### src/rtl/cmd_pkg.sv
// Shared command definitions: one-hot packet types, opcode literals, payload
// lengths and decoder state. The packet parser imports this package too.
package cmd_pkg;

    localparam int PT_W  = 12;
    localparam int CNT_W = 6;

    localparam logic [PT_W-1:0] PT_QUERYREP = 12'b0000_0000_0001;
    localparam logic [PT_W-1:0] PT_ACK      = 12'b0000_0000_0010;
    localparam logic [PT_W-1:0] PT_QUERY    = 12'b0000_0000_0100;
    localparam logic [PT_W-1:0] PT_QUERYADJ = 12'b0000_0000_1000;
    localparam logic [PT_W-1:0] PT_SELECT   = 12'b0000_0001_0000;
    localparam logic [PT_W-1:0] PT_NAK      = 12'b0000_0010_0000;
    localparam logic [PT_W-1:0] PT_REQRN    = 12'b0000_0100_0000;
    localparam logic [PT_W-1:0] PT_READ     = 12'b0000_1000_0000;
    localparam logic [PT_W-1:0] PT_WRITE    = 12'b0001_0000_0000;
    localparam logic [PT_W-1:0] PT_TRNS     = 12'b0010_0000_0000;
    localparam logic [PT_W-1:0] PT_SAMPSENS = 12'b0100_0000_0000;
    localparam logic [PT_W-1:0] PT_SENSDATA = 12'b1000_0000_0000;

    localparam logic [1:0] OPC_QUERYREP = 2'b00;
    localparam logic [1:0] OPC_ACK      = 2'b01;
    localparam logic [3:0] OPC_QUERY    = 4'b1000;
    localparam logic [3:0] OPC_QUERYADJ = 4'b1001;
    localparam logic [3:0] OPC_SELECT   = 4'b1010;
    localparam logic [3:0] OPC_BAD4     = 4'b1011;
    localparam logic [7:0] OPC_NAK      = 8'b1100_0000;
    localparam logic [7:0] OPC_REQRN    = 8'b1100_0001;
    localparam logic [7:0] OPC_READ     = 8'b1100_0010;
    localparam logic [7:0] OPC_WRITE    = 8'b1100_0011;
    localparam logic [7:0] OPC_TRNS     = 8'b1110_0000;
    localparam logic [7:0] OPC_SAMPSENS = 8'b1110_0001;
    localparam logic [7:0] OPC_SENSDATA = 8'b1110_0010;

    localparam logic [CNT_W-1:0] LEN_NONE       = 6'd0;
    localparam logic [CNT_W-1:0] LEN_QUERYREP   = 6'd2;
    localparam logic [CNT_W-1:0] LEN_ACK        = 6'd16;
    localparam logic [CNT_W-1:0] LEN_QUERY      = 6'd18;
    localparam logic [CNT_W-1:0] LEN_QUERYADJ   = 6'd5;
    localparam logic [CNT_W-1:0] LEN_REQRN      = 6'd32;
    localparam logic [CNT_W-1:0] LEN_TRNS       = 6'd6;
    localparam logic [CNT_W-1:0] LEN_SAMPSENS   = 6'd3;
    localparam logic [CNT_W-1:0] LEN_SENSDATA   = 6'd36;
    localparam logic [CNT_W-1:0] LEN_BANK       = 6'd2;
    localparam logic [CNT_W-1:0] LEN_READ_DATA  = 6'd40;
    localparam logic [CNT_W-1:0] LEN_WRITE_DATA = 6'd48;

    localparam logic [2:0] EBV_MAX_GROUPS = 3'd4;

    typedef enum logic [2:0] {OPC, PAYLOAD, EBV, DONE, BAD} state_t;

    typedef struct packed {
        logic             bad;
        logic [PT_W-1:0]  pt;
        logic [CNT_W-1:0] len;
    } decode_t;

    // code holds the bits received so far, right-aligned; nbits is how many.
    // An all-zero result with bad=0 means the opcode is not complete yet.
    function automatic decode_t decode_opcode(input logic [7:0] code, input logic [3:0] nbits);
        decode_t d;
        d = '0;
        case (nbits)
            4'd2: begin
                case (code[1:0])
                    OPC_QUERYREP: begin d.pt = PT_QUERYREP; d.len = LEN_QUERYREP; end
                    OPC_ACK:      begin d.pt = PT_ACK;      d.len = LEN_ACK;      end
                    default:      d = '0;
                endcase
            end
            4'd4: begin
                case (code[3:0])
                    OPC_QUERY:    begin d.pt = PT_QUERY;    d.len = LEN_QUERY;    end
                    OPC_QUERYADJ: begin d.pt = PT_QUERYADJ; d.len = LEN_QUERYADJ; end
                    OPC_SELECT:   begin d.pt = PT_SELECT;   d.len = LEN_NONE;     end
                    OPC_BAD4:     d.bad = 1'b1;
                    default:      d = '0;
                endcase
            end
            4'd8: begin
                case (code)
                    OPC_NAK:      begin d.pt = PT_NAK;      d.len = LEN_NONE;     end
                    OPC_REQRN:    begin d.pt = PT_REQRN;    d.len = LEN_REQRN;    end
                    OPC_READ:     begin d.pt = PT_READ;     d.len = LEN_BANK;     end
                    OPC_WRITE:    begin d.pt = PT_WRITE;    d.len = LEN_BANK;     end
                    OPC_TRNS:     begin d.pt = PT_TRNS;     d.len = LEN_TRNS;     end
                    OPC_SAMPSENS: begin d.pt = PT_SAMPSENS; d.len = LEN_SAMPSENS; end
                    OPC_SENSDATA: begin d.pt = PT_SENSDATA; d.len = LEN_SENSDATA; end
                    default:      d.bad = 1'b1;
                endcase
            end
            default: d = '0;
        endcase
        return d;
    endfunction

endpackage

### src/rtl/ebv_tracker.sv
// Walks the 8-bit groups of an EBV pointer; flags the last bit of the final
// group and a fifth group that still claims an extension.
module ebv_tracker
    import cmd_pkg::*;
(
    input  logic bitinclk,
    input  logic reset,
    input  logic enable,
    input  logic bitin,
    output logic ebv_done,
    output logic ebv_overflow
);

    logic [2:0] bit_pos;
    logic [2:0] group_cnt;
    logic       ext_flag;

    always_ff @(posedge bitinclk or posedge reset) begin
        if (reset) begin
            bit_pos   <= 3'd0;
            group_cnt <= 3'd0;
            ext_flag  <= 1'b0;
        end else if (!enable) begin
            bit_pos   <= 3'd0;
            group_cnt <= 3'd0;
            ext_flag  <= 1'b0;
        end else begin
            if (bit_pos == 3'd0) begin
                ext_flag <= bitin;
            end
            if (bit_pos == 3'd7) begin
                group_cnt <= group_cnt + 3'd1;
            end
            bit_pos <= bit_pos + 3'd1;
        end
    end

    // Both flags describe the bit being sampled now, so the parent acts on this edge.
    assign ebv_overflow = enable && (bit_pos == 3'd0) && (group_cnt == EBV_MAX_GROUPS) && bitin;
    assign ebv_done     = enable && (bit_pos == 3'd7) && !ext_flag;

endmodule

### src/rtl/cmd_decode.sv
// Command decoder: shifts in opcode bits, presents a one-hot packet type and
// tracks the payload length up to the last bit of the command.
module cmd_decode
    import cmd_pkg::*;
(
    input  logic            bitinclk,
    input  logic            reset,
    input  logic            bitin,
    output logic [PT_W-1:0] packettype,
    output logic            cmd_valid,
    output logic            cmd_invalid,
    output logic [3:0]      opcode_bits,
    output logic            packet_done
);

    state_t           state;
    logic [6:0]       opc_sr;
    logic [CNT_W-1:0] cnt;
    logic             bank_phase;
    logic             is_write;
    logic [7:0]       opc_next;
    logic [3:0]       opc_nbits;
    decode_t          dec;
    logic             ebv_active;
    logic             ebv_done;
    logic             ebv_overflow;

    // While in OPC the counter doubles as the count of opcode bits already taken.
    assign opc_next   = {opc_sr, bitin};
    assign opc_nbits  = {1'b0, cnt[2:0]} + 4'd1;
    assign dec        = decode_opcode(opc_next, opc_nbits);
    assign ebv_active = (state == EBV);

    ebv_tracker u_ebv (
        .bitinclk     (bitinclk),
        .reset        (reset),
        .enable       (ebv_active),
        .bitin        (bitin),
        .ebv_done     (ebv_done),
        .ebv_overflow (ebv_overflow)
    );

    always_ff @(posedge bitinclk or posedge reset) begin
        if (reset) begin
            state       <= OPC;
            opc_sr      <= '0;
            cnt         <= '0;
            bank_phase  <= 1'b0;
            is_write    <= 1'b0;
            packettype  <= '0;
            cmd_valid   <= 1'b0;
            cmd_invalid <= 1'b0;
            opcode_bits <= 4'd0;
            packet_done <= 1'b0;
        end else begin
            case (state)
                OPC: begin
                    opc_sr <= opc_next[6:0];
                    if (dec.bad) begin
                        cmd_invalid <= 1'b1;
                        opcode_bits <= opc_nbits;
                        state       <= BAD;
                    end else if (dec.pt != '0) begin
                        packettype  <= dec.pt;
                        cmd_valid   <= 1'b1;
                        opcode_bits <= opc_nbits;
                        cnt         <= dec.len;
                        is_write    <= (dec.pt == PT_WRITE);
                        bank_phase  <= (dec.pt == PT_READ) || (dec.pt == PT_WRITE);
                        if (dec.pt == PT_NAK) begin
                            packet_done <= 1'b1;
                            state       <= DONE;
                        end else begin
                            state <= PAYLOAD;
                        end
                    end else begin
                        cnt <= cnt + CNT_W'(1);
                    end
                end
                // A zero count only happens for SELECT, which is never length-tracked.
                PAYLOAD: begin
                    if (cnt == CNT_W'(1)) begin
                        if (bank_phase) begin
                            bank_phase <= 1'b0;
                            cnt        <= '0;
                            state      <= EBV;
                        end else begin
                            packet_done <= 1'b1;
                            state       <= DONE;
                        end
                    end else if (cnt != '0) begin
                        cnt <= cnt - CNT_W'(1);
                    end
                end
                EBV: begin
                    if (ebv_overflow) begin
                        cmd_invalid <= 1'b1;
                        state       <= BAD;
                    end else if (ebv_done) begin
                        cnt   <= is_write ? LEN_WRITE_DATA : LEN_READ_DATA;
                        state <= PAYLOAD;
                    end
                end
                default: state <= state;
            endcase
        end
    end

endmodule
### config.mk
export PLATFORM = sky130hd
export DESIGN_NAME = cmd_decode
export DESIGN_NICKNAME = d
export VERILOG_FILES = /design/src/rtl/cmd_pkg.sv /design/src/rtl/ebv_tracker.sv /design/src/rtl/cmd_decode.sv
export SDC_FILE = /design/constraint.sdc
export NUM_CORES = 1
export LEC_CHECK = 0
export CAP_MARGIN = 30
export CORE_MARGIN = 5
export CORE_UTILIZATION = 62
export DETAILED_ROUTE_END_ITERATION = 7
export GPL_TIMING_DRIVEN = 0
export PLACE_DENSITY = 0.85
export SKIP_CTS_REPAIR_TIMING = 1
export SLEW_MARGIN = 30
export SYNTH_ARGS = -nofsm -noshare
export SYNTH_HDL_FRONTEND = slang
export SYNTH_SLANG_ARGS = --single-unit
### constraint.sdc
create_clock -name bitinclk -period 4.2 [get_ports bitinclk]
set_clock_uncertainty 0.2 [all_clocks]
set_input_delay 0.84 -clock bitinclk [delete_from_list [all_inputs] [get_ports bitinclk]]
set_output_delay 0.84 -clock bitinclk [all_outputs]
set_load 0.05 [all_outputs]
==> results of run 1 <==
-- metrics by stage --
stage / setup WS [ps] / instance area (um^2)
finish: 1010 / 2930
global placement: 749 / 2750
detailed placement: 747 / 2780
global route: 889 / 2930
CTS: 1040 / 2930
floorplan: 1660 / 2470
-- report_power, final --
| part | switching [uW] | internal, uW |
|---|---|---|
| Sequential | 0.714 | 424 |
| Combinational | 15.4 | 6.93 |
| Clock | 148 | 297 |
-- synthesized netlist by cell type, types with 2 or more instances --
library cell  instances  area (um^2)
dfrtp_1              44         1100
nand2_1              29          109
nor2_1               25         93.8
a21oi_1              15         75.1
inv_1                15         56.3
o21ai_0              13         65.1
ha_1                  8          100
clkbuf_1              7         26.3
mux2_2                7         78.8
nand3_1               7         35.0
a31oi_1               6         37.5
buf_2                 6         30.0
nand2b_1              6         37.5
o31ai_1               6         45.0
nor3_1                5         25.0
a21o_1                4         30.0
o21ai_1               4         20.0
or2_2                 4         25.0
and2_1                3         18.8
mux2i_1               3         30.0
o41ai_1               3         26.3
xnor2_1               3         26.3
xor2_1                3         26.3
a22o_1                2         17.5
nor3b_1               2         15.0
or3_1                 2         12.5
-- layer usage --
metal / track usage / wire (um)
met2: 0.373 / 2730
met5: 0 / 0
met1: 0.303 / 2450
met4: 0.0779 / 125
met3: 0.0565 / 325
-- worst max-delay path: cells and delay by family --
family / cells / cell delay, ps
buf+inv: 2 / 910
compound gates: 2 / 700
mux: 1 / 390
simple gates: 2 / 330
-- kinds of logic (layout without fill, tap and decap cells) --
family | count (synthesis) | in the layout | synth area share
DFF | 44 | 44 | 0.445
buffers and inverters | 29 | 59 | 0.0475
AOI/OAI and AO/OA | 67 | 67 | 0.177
and+or+nand+nor | 98 | 98 | 0.225
xor gates and xnor gates | 6 | 6 | 0.0212
muxes | 10 | 10 | 0.0440
adders and majority gates | 8 | 8 | 0.0404
-- path summary, 6_finish.rpt --
check / startpoint / to / slack, ps / cells past startpoint
max: bitin / opcode_bits[1] / 1010 / 7
min: u_ebv.bit_pos[0] / u_ebv.bit_pos[0] / 270 / 1
max reg2reg: cnt[0] / packettype[6] / 1270 / 10
min reg2reg: u_ebv.bit_pos[0] / u_ebv.bit_pos[0] / 270 / 1
min in group asynchronous: reset / packettype[7] / 720 / 2
max in group asynchronous: reset / state[2] / 2580 / 3
-- registers in the layout, summed over array words and instances (netlist names), 3 cells and up --
| name | flops |
|---|---|
| u_ebv.bit_pos | 3 |
| state | 3 |
| cnt | 6 |
| packettype | 12 |
| u_ebv.group_cnt | 3 |
| opcode_bits | 4 |
| opc_sr | 7 |
-- final cells by class --
cell class | instances | share of cell area
inverters | 15 | 0.0192
well taps | 50 | 0.0213
multi-input cells | 189 | 0.428
plain buffers | 14 | 0.0209
clock buffers | 5 | 0.0235
clock inverters | 3 | 0.0307
repair buffers | 22 | 0.0810
flip-flops and latches | 44 | 0.375
==> results.md, run 1 <==
- Most frequent cells in the layout: 44 x dfrtp_1, 29 x nand2_1, 25 x nor2_1
- Slowest cell on the critical path: clkdlybuf4s50_1
- Syn Nets: 273
- Number of port buffers: 21
- Worst slew margin: 0.534
- Initial antenna violation count: 0
- Rows: 23
- Fmax achieved: 313 MHz
- First-pass GRT wire length: 9.50 mm
- Arr. time, crit path: 3180 ps
- Synthesized instance count: 262
- Vias per std cell: 6.13
- TritonCTS clock tree: built
- Max Cap Viol: 0
- Count of final hold-check violations: 0
- Clock slew at reported path FFs: 90 ps
- Die Span Y: 73.2 um
- First-pass DRT Iterations: 6
- GPL Wtd Cong: 0.912
- Post-DP HPWL: 4.09 mm
- Power per cell area: 304 mW/mm^2
- Ys Warns: 0
- DRC viols: 0
- Starting Density: 0.628
- Placed cells: 334
- Async S/R FF share, synth: 1.00
- Routed len/inst: 16.5 um
- RSZ-0062 raised after global routing: no
- Vias: 2096
- Worst vdd ir: 0.224 mV
- Syn_area_per_cell: 9.45 um^2
- Final net count: 302
- Post-synthesis cell area: 0.00247 mm^2
- Sequential-to-total area share from yosys stat: 0.445
- Die W: 73.2 um
- Setup crit start kind: input port
- CTS Buf Count: 5
- Critical-path cell list: clkdlybuf4s50_1 > clkbuf_1 > nor2_1 > a21oi_1 > nand3_2 > o21ai_1 > mux2_2
- Full die area: 0.00536 mm^2
- Synth-to-Final Area Change: 18.6%
- H-Tree Depth: 2
- Clock root cell: clkbuf_8
- Req. time, crit path: 4190 ps
- Routed Antenna Nets: 0
- Gr usage total: 0.231
- #FFs+latches synth: 44
- Commonest non-fill, non-tap cell in the layout: dfrtp_1
- Critical path peak fanout: 10
- Antenna Cells: 0
- Fill count: 280
- Area of the multi-input gates: 0.00126 mm^2
- Ports: 22
- GR Overflow Total: 0
- Final setup TNS: 0 ps
- Hold_ws: 265 ps
- Final setup violation count: 0
- Final number of max-transition violations: 0
- CP Class: in -> reg
- Share of layout cells above drive strength 1: 0.137
- Fin cells: 342
- Post-synth EDFFs: 0
- CP endpoint kind: register
- Worst hold path class: reg -> reg
- Worst-case clock buffer depth: 2
- Final period utilization: 0.761
- Clock Latency Late Sink: 290 ps
- Initial drt markers: 246
- Fin util: 0.744
- Final wirelength: 5.63 mm
- Dominant synthesized flop cell: dfrtp_1
- Leakage: 0.00124 uW
- Seq. cell area: 0.00110 mm^2
- Slew @ Worst Pin: 692 ps
- Synth cell types: 56
- Vias in the first global route: 1978
- Total power: 892 uW
- Largest net degree at the start of global routing: 26
- Min Tclk post-route: 3190 ps
- Clock net sink count: 44
- Core Footprint: 0.00394 mm^2
- Outcome: finished clean
- Crit-path max cell delay: 540 ps
No activity file was read; power rests on OpenSTA's default activity.
==> run 2: changes to the inputs <==
Settings changed: CORE_UTILIZATION 62 to 52, PLACE_DENSITY 0.85 to 0.76.
Clock period 4.2 ns to 2.85 ns, I/O delays scaled along.
==> run 2 against run 1 <==
  * Die area rose by 17%
  * First-iteration DRC count fell by 23%
  * Global-route usage fell by 5.3 points
  * Largest cell class unchanged
  * Register-to-register slack got worse by 1100 ps
  * Highest routed layer unchanged
==> results.md, run 2 (synthesis gave the netlist of run 1 again) <==
- Core Footprint: 0.00466 mm^2
- Die Span Y: 79.0 um
- Slowest cell on the critical path: nor4_1
- GPL Wtd Cong: 0.883
- Final net count: 306
- Leakage: 0.00123 uW
- DRC viols: 0
- Min Tclk post-route: 2700 ps
- Number of port buffers: 21
- Outcome: finished clean
- Synth-to-Final Area Change: 17.7%
- Crit-path max cell delay: 650 ps
- Clock slew at reported path FFs: 80 ps
- Hold_ws: 257 ps
- Worst slew margin: 0.532
- RSZ-0062 raised after global routing: no
- CTS Buf Count: 5
- Vias per std cell: 5.63
- Worst-case clock buffer depth: 2
- Worst hold path class: reg -> reg
- Initial drt markers: 189
- Final setup violation count: 0
- Slew @ Worst Pin: 695 ps
- Final number of max-transition violations: 0
- Ports: 22
- GR Overflow Total: 0
- Most frequent cells in the layout: 42 x dfrtp_1, 28 x nand2_1, 25 x nor2_1
- Die W: 79.0 um
- R2r worst-path depth: 8
- Max reg flops: 12
- Routed Antenna Nets: 0
- First-pass DRT Iterations: 4
- Largest net degree at the start of global routing: 25
- Clock net sink count: 44
- CP endpoint kind: register
- Worst vdd ir: 0.186 mV
- Final period utilization: 0.949
- Clock Latency Late Sink: 300 ps
- Share of layout cells above drive strength 1: 0.162
- Critical path's top delay family: compound AO/OA/AOI/OAI gates
- Gr usage total: 0.177
- Antenna Cells: 0
- Fmax achieved: 370 MHz
- Buf/Inv on CP: 3
- Critical path peak fanout: 10
- Routed len/inst: 14.7 um
- R2R Setup Slk: 150 ps
- Setup crit start kind: register
- Critical-path cell list: buf_2 > nor4_1 > a31oi_1 > a31oi_1 > nor4_4 > buf_4 > buf_4 > a22o_1
- Clock root cell: clkbuf_8
- CP Class: reg -> reg
- Starting Density: 0.531
- Biggest register: packettype
- Worst reg2reg path startpoint: cnt[2]
- Initial antenna violation count: 0
- Biggest regs: packettype x12, opc_sr x7, cnt x6
- First-pass GRT wire length: 8.67 mm
- Hold Path End: u_ebv.bit_pos[0]
- Fill count: 382
- Vias in the first global route: 1822
- TritonCTS clock tree: built
- Hold Crit Depth: 1
- Rows: 25
- Max Cap Viol: 0
- Post-DP HPWL: 3.78 mm
- H-Tree Depth: 2
- Full die area: 0.00624 mm^2
- Hold wc startpoint: u_ebv.bit_pos[0]
- Power per cell area: 361 mW/mm^2
- Count of final hold-check violations: 0
- Arr. time, crit path: 2690 ps
- Final wirelength: 5.16 mm
- Vias: 1971
- Commonest non-fill, non-tap cell in the layout: dfrtp_1
- Reg2reg end: cnt[2]
- Req. time, crit path: 2840 ps
- Total power: 1050 uW
-- run 2: cell types whose count changed in the layout (fill, tap and decap cells not counted), sizes merged --
cell    change
buf         +4
bufinv      -3
clkbuf      +3
-- run 2: layout make-up --
cell class / instances / area [um^2] / share of cell area
multi-input cells: 189 / 1270 / 0.435
plain buffers: 14 / 62.6 / 0.0215
flip-flops and latches: 44 / 1100 / 0.379
repair buffers: 26 / 268 / 0.0919
clock buffers: 8 / 90.1 / 0.0309
inverters: 15 / 56.3 / 0.0193
well taps: 54 / 67.6 / 0.0232
-- run 2: report_power, final --
| part | internal [uW] | leakage (uW) | switching, uW | total [uW] |
|---|---|---|---|---|
| Combinational | 10.4 | 0.000617 | 21.3 | 31.7 |
| Sequential | 624 | 0.000565 | 0.852 | 625 |
| Clock | 198 | 0.0000455 | 197 | 395 |
-- run 2: worst register-to-register path: cells and delay by family (launching register included) --
kind | cells | cell delay (ps)
AOI/OAI and AO/OA | 3 | 750
buffers and inverters | 3 | 510
and+or+nand+nor | 2 | 730
DFF | 1 | 410
-- run 2: per-stage QoR --
stage / instance area (um^2) / setup WS (ps) / utilization / setup TNS [ps] / std cells
after floorplan: 2470 / 359 / - / 0 / 262
after global placement: 2750 / -429 / 0.591 / -4670 / 337
after detailed placement: 2780 / -411 / 0.597 / -4190 / 338
after CTS: 2870 / -107 / 0.616 / -213 / 346
after global routing: 2910 / 3.84 / 0.625 / 0 / 350
final: 2910 / 145 / 0.625 / 0 / 350
-- run 2: routing by layer --
metal	wire (um)	track usage	part of all wire	vias up
met3	304	0.0420	0.059	6
met4	69	0.0567	0.013	0
met1	2380	0.240	0.46	921
met2	2410	0.282	0.47	55
li1	-	-	-	989
met5	0	0	0	-
-- run 2: worst max path at each step --
stage	from	end	slack [ps]	cells after the start
floorplan	cnt[0]	cnt[4]	360	9
global placement	bitin	opcode_bits[3]	-430	7
detailed placement	bitin	opcode_bits[3]	-410	7
CTS	bitin	opcode_bits[3]	-110	7
global route	cnt[1]	packettype[11]	4	10
finish	cnt[2]	cnt[2]	150	8
